[src/rtl/gf22_sram64_be_ctrl.sv]
// ---------------------------------------------------------------------------------------------
// gf22_sram64_be_ctrl
//
// Arbitrates one write port and one read port onto a dual-port 64-bit SRAM macro (port 0 write,
// port 1 read) and buffers read data in a small response FIFO with credit-based flow control.
//
// Ports
//   CLK, RSTN                 clock, asynchronous active-low reset
//   wr_valid/wr_ready         write request handshake; wr_addr, wr_data, wr_mask (per-bit enable)
//   rd_valid/rd_ready         read request handshake; rd_addr
//   rsp_valid/rsp_ready       read response handshake; rsp_data
//   CE0, A0, D0, WE0, WEM0    memory write port (driven only on a write grant)
//   CE1, A1                   memory read port (driven only on a read grant)
//   Q1                        memory read data, valid the cycle after CE1
//   conflict_cnt              saturating count of same-bank collision cycles
//
// Address bits [15:13] select the bank. When both requests are eligible and hit the same bank,
// a round-robin flag picks the winner; the flag flips on every collision.
// ---------------------------------------------------------------------------------------------
module gf22_sram64_be_ctrl #(
    parameter int unsigned RSP_DEPTH = 3
) (
    input  logic        CLK,
    input  logic        RSTN,
    input  logic        wr_valid,
    output logic        wr_ready,
    input  logic [15:0] wr_addr,
    input  logic [63:0] wr_data,
    input  logic [63:0] wr_mask,
    input  logic        rd_valid,
    output logic        rd_ready,
    input  logic [15:0] rd_addr,
    output logic        rsp_valid,
    input  logic        rsp_ready,
    output logic [63:0] rsp_data,
    output logic        CE0,
    output logic [15:0] A0,
    output logic [63:0] D0,
    output logic        WE0,
    output logic [63:0] WEM0,
    output logic        CE1,
    output logic [15:0] A1,
    input  logic [63:0] Q1,
    output logic [15:0] conflict_cnt
);

    localparam int unsigned CW = $clog2(RSP_DEPTH + 1);
    localparam int unsigned PW = $clog2(RSP_DEPTH);
    localparam logic [CW:0]   DEPTH_EXT = (CW + 1)'(RSP_DEPTH);
    localparam logic [CW-1:0] DEPTH_CNT = CW'(RSP_DEPTH);
    localparam logic [PW-1:0] LAST_PTR  = PW'(RSP_DEPTH - 1);

    logic [63:0]   r_mem [RSP_DEPTH];
    logic [PW-1:0] r_wptr;
    logic [PW-1:0] r_rptr;
    logic [CW-1:0] r_count;
    logic          r_inflight;
    logic          r_prio;
    logic [15:0]   r_conflict_cnt;

    logic          w_rd_elig;
    logic          w_collide;
    logic          w_wr_gnt;
    logic          w_rd_gnt;
    logic          w_push;
    logic          w_pop;
    logic [CW:0]   w_credits_used;

    // ---------------------------------------------------------------------------------------
    // Arbitration
    // ---------------------------------------------------------------------------------------
    // A read is only issued if a FIFO slot is guaranteed for its data, counting the read
    // already in the memory pipeline. This keeps rd_ready independent of rsp_ready.
    assign w_credits_used = {1'b0, r_count} + (CW + 1)'(r_inflight);
    assign w_rd_elig      = rd_valid && (w_credits_used < DEPTH_EXT);
    assign w_collide      = wr_valid && w_rd_elig && (wr_addr[15:13] == rd_addr[15:13]);

    // r_prio == 0: write wins a collision; r_prio == 1: read wins.
    assign w_wr_gnt = wr_valid && !(w_collide && r_prio);
    assign w_rd_gnt = w_rd_elig && !(w_collide && !r_prio);

    assign wr_ready = w_wr_gnt;
    assign rd_ready = w_rd_gnt;

    always_comb begin
        CE0  = 1'b0;
        WE0  = 1'b0;
        A0   = '0;
        D0   = '0;
        WEM0 = '0;
        CE1  = 1'b0;
        A1   = '0;
        if (w_wr_gnt) begin
            CE0  = 1'b1;
            WE0  = 1'b1;
            A0   = wr_addr;
            D0   = wr_data;
            WEM0 = wr_mask;
        end
        if (w_rd_gnt) begin
            CE1 = 1'b1;
            A1  = rd_addr;
        end
    end

    always_ff @(posedge CLK or negedge RSTN) begin
        if (!RSTN) begin
            r_prio         <= 1'b0;
            r_conflict_cnt <= '0;
            r_inflight     <= 1'b0;
        end else begin
            r_inflight <= w_rd_gnt;
            if (w_collide) begin
                r_prio <= ~r_prio;
                if (r_conflict_cnt != 16'hFFFF) begin
                    r_conflict_cnt <= r_conflict_cnt + 16'd1;
                end
            end
        end
    end

    assign conflict_cnt = r_conflict_cnt;

    // ---------------------------------------------------------------------------------------
    // Response FIFO
    // ---------------------------------------------------------------------------------------
    // Q1 belongs to the read issued last cycle, so r_inflight marks it for capture.
    assign w_push = r_inflight;
    assign w_pop  = rsp_valid && rsp_ready;

    always_ff @(posedge CLK or negedge RSTN) begin
        if (!RSTN) begin
            r_wptr  <= '0;
            r_rptr  <= '0;
            r_count <= '0;
        end else begin
            if (w_push) begin
                r_wptr <= (r_wptr == LAST_PTR) ? '0 : r_wptr + PW'(1);
            end
            if (w_pop) begin
                r_rptr <= (r_rptr == LAST_PTR) ? '0 : r_rptr + PW'(1);
            end
            if (w_push && !w_pop) begin
                r_count <= r_count + CW'(1);
            end else if (!w_push && w_pop) begin
                r_count <= r_count - CW'(1);
            end
        end
    end

    // Storage is qualified by r_count, so it needs no reset.
    always_ff @(posedge CLK) begin
        if (w_push) begin
            r_mem[r_wptr] <= Q1;
        end
    end

    assign rsp_valid = (r_count != '0);
    assign rsp_data  = rsp_valid ? r_mem[r_rptr] : '0;

    // The credit check above must make this unreachable.
    assert property (@(posedge CLK) disable iff (!RSTN)
        !(w_push && !w_pop && (r_count == DEPTH_CNT)))
        else $error("gf22_sram64_be_ctrl: push into full response FIFO");

endmodule
[config.mk]
export PLATFORM = sky130hd
export DESIGN_NAME = gf22_sram64_be_ctrl
export DESIGN_NICKNAME = d
export VERILOG_FILES = /design/src/rtl/gf22_sram64_be_ctrl.sv
export SDC_FILE = /design/constraint.sdc
export NUM_CORES = 1
export LEC_CHECK = 0
export CORE_AREA = 2 2 187 189
export CTS_CLUSTER_SIZE = 28
export DETAILED_ROUTE_END_ITERATION = 8
export DIE_AREA = 0 0 189 191
export PLACE_DENSITY = 0.65
export SLEW_MARGIN = 25
export SYNTH_ARGS = -nofsm -noshare
export SYNTH_HDL_FRONTEND = slang
export SYNTH_SLANG_ARGS = --single-unit
[constraint.sdc]
create_clock -name CLK -period 5.64 [get_ports CLK]
set_input_delay 1.128 -clock CLK [delete_from_list [all_inputs] [get_ports CLK]]
set_output_delay 1.128 -clock CLK [all_outputs]
set_load 0.02 [all_outputs]
==> results.md <==
* Flops & latches, synth at 216
* Worst setup SP type: primary input
* Synth warn at 0
* Max-slew headroom at 32.6%
* Endpoints failing setup at 0
* Worst hold slack at 0.526 ns
* Distinct cell type count after synthesis at 39
* Starting Density at 28.7%
* Num ports at 475
* GPL Wtd Cong at 0.801
* Core Footprint at 34100 sq um
* Max VDD drop at 310 uV
* Largest net degree at the start of global routing at 111
* Syn Nets at 1012
* RSZ-0062 raised after global routing: false
* Post-Synthesis Cells at 779
* Synth top area cells: edfxtp_1 (59%), and2_1 (10%), mux2i_1 (6.6%)
* Clk buf depth at 3
* Seq/Total Area, Yosys at 65.0%
* Max cap viols at 0
* Die width at 189 um
* Die area at 36100 sq um
* Crit path kind: in2out
* First-pass GRT wire length at 53.9 mm
* Root buffer cell: clkbuf_16
* Final number of max-transition violations at 0
* Routed Antenna Nets at 0
* Clock latency on the worst-skew pair at 0.51 ns
* Worst hold path type: reg2reg
* Clk_skew at 0.00890 ns
* DP Wirelength at 29.4 mm
* Period Utilization, post-route at 88.9%
* Pwr/cell area at 430 nW/um^2
* DRC viols at 0
* Post_cts resized at 0
* Via/cell ratio at 4.42
* Synth top area share at 58.9%
* Post-CTS Hold Buffers at 0
* Drt total wl at 38.2 mm
* CTS tree: built
* Share of layout cells above drive strength 1 at 4.85%
* Min cycle time layout at 5.02 ns
* Critical Path RT at 4.51 ns
* Highest Clock Rate at 0.199 GHz
* Clk slew on worst S/H paths at 0.06 ns
* Final hold vios at 0
* Port Buf Inserts at 474
* Outcome: complete, no violations
* Antenna violations before repair at 5
* Setup TNS at 0 ns
* Vias in the first global route at 7661
* Synthesized area per cell at 12.6 sq um
* Vias at 7576
* Arrival @ worst endpoint at 3.89 ns
* Clock tree sinks at 216
* Drt wl/cell at 22.3 um
* Post-CTS Setup Bufs at 0
* Post-synth top area cell: edfxtp_1
* Drt pass-1 iters at 5
* Cell Area, Synth at 9790 sq um
* Fill cells at 3128
* Htree depth at 1
* Reg area at 6370 sq um
* Total gr overflow at 0
* CTS Buf Count at 23
* Layout area overhead at 60.3%
* Worst-Margin Slew at 1.01 ns
* CP Max Fanout at 110
* Multi-input logic area at 3170 sq um
* Iter 0 DRT Violations at 409
* Crit. End Element: output pin
* Die height at 191 um
* Layout net count at 1475
* Leak Pwr at 5.73 nW
* Row cnt at 68
* GRT Total Usage at 20.7%
through the flow:
stage          instance area [sq um]  cells  util [%]  setup slack, ns  power [mW]
3_3_place_gp                   15000   1672      44.0            0.432        5.42
2_1_floorplan                   9800    779         -            0.214        3.97
5_1_grt                        15700   1713      46.0            0.467        7.12
4_1_cts                        15700   1713      46.0            0.487        6.86
3_5_place_dp                   15000   1672      44.0            0.502        5.45
6_report                       15700   1715      46.0            0.624        6.75
power by group:
group          internal, mW  switching [mW]
clock                 0.806           0.579
combinational          1.35            1.63
sequential             2.11           0.276
cell families after synthesis:
logic type / Yosys count / synth area share [%]
buffers and inverters: 57 / 2.98
DFF: 216 / 65.0
and+or+nand+nor: 343 / 18.9
xor gates and xnor gates: 20 / 1.79
muxes: 68 / 6.99
AOI/OAI and AO/OA: 71 / 3.80
adders and majority gates: 4 / 0.511
final cells by class:
class	instances	area share, %
clock inverter	6	0.414
antenna	2	0.0319
sequential	216	40.6
timing repair buffer	491	31.1
clock buffer	35	3.95
inverter	4	0.0956
tap	455	3.63
multi-input combinational	506	20.2
metal layers:
metal	track usage (%)	wire, um	vias up
met4	2.64	352	2
met3	4.63	2690	28
met5	0	16	-
li1	-	-	3642
met2	35.4	18700	292
met1	27.5	16500	3612
final timing paths:
path / start / end / slack [ns] / depth (start not counted)
worst max-delay path: rd_valid / WEM0[12] / 0.62 / 7
worst min-delay path: conflict_cnt[13] / conflict_cnt[13] / 0.53 / 1
worst max register to register: r_count[0] / conflict_cnt[1] / 3.25 / 7
worst min register to register: conflict_cnt[13] / conflict_cnt[13] / 0.53 / 1
max in group asynchronous: RSTN / r_rptr[1] / 4.37 / 2
min in group asynchronous: RSTN / conflict_cnt[13] / 0.97 / 2
synth_stat cells, drive strengths merged:
cell,instances
nand2,9
clkbuf,26
nand3,4
mux2i,65
and2,160
edfxtp,192
and3,1
o31a,1
nand4bb,1
o211ai,1
nor3,3
a21oi,64
nand2b,2
nor3b,1
ha,4
o21ai,2
xor2,17
nand4,5
a21o,2
dfrtp,24
nor2,137
nor4,8
or4,3
or2,1
or3,2
nor4b,5
buf,27
or4b,1
mux2,3
o21ba,1
inv,4
xnor2,3
placed cells by master (no fill, tap or decap), types with 5 or more instances in the layout:
master	instances
buf_4	16
nand2_1	9
xor2_1	17
clkdlybuf4s50_1	474
clkbuf_1	12
a21oi_1	64
clkbuf_16	23
and2_1	160
nand4_1	5
mux2i_1	65
nor2_1	135
dfrtp_1	22
edfxtp_1	192
worst max-delay path, stage by stage:
cell	delay, ns
clkdlybuf4s50_1	0.46
nand2b_1	0.11
nand2b_1	0.33
o31a_2	0.55
buf_12	0.36
and2_1	0.25
clkdlybuf4s50_1	0.62
sequential cells by signal, summed over array words and instances (netlist names):
signal        flops
r_count           2
conflict_cnt     16
r_inflight        1
r_mem           192
r_prio            1
r_wptr            2
r_rptr            2
(Power assumes the default switching activity.)
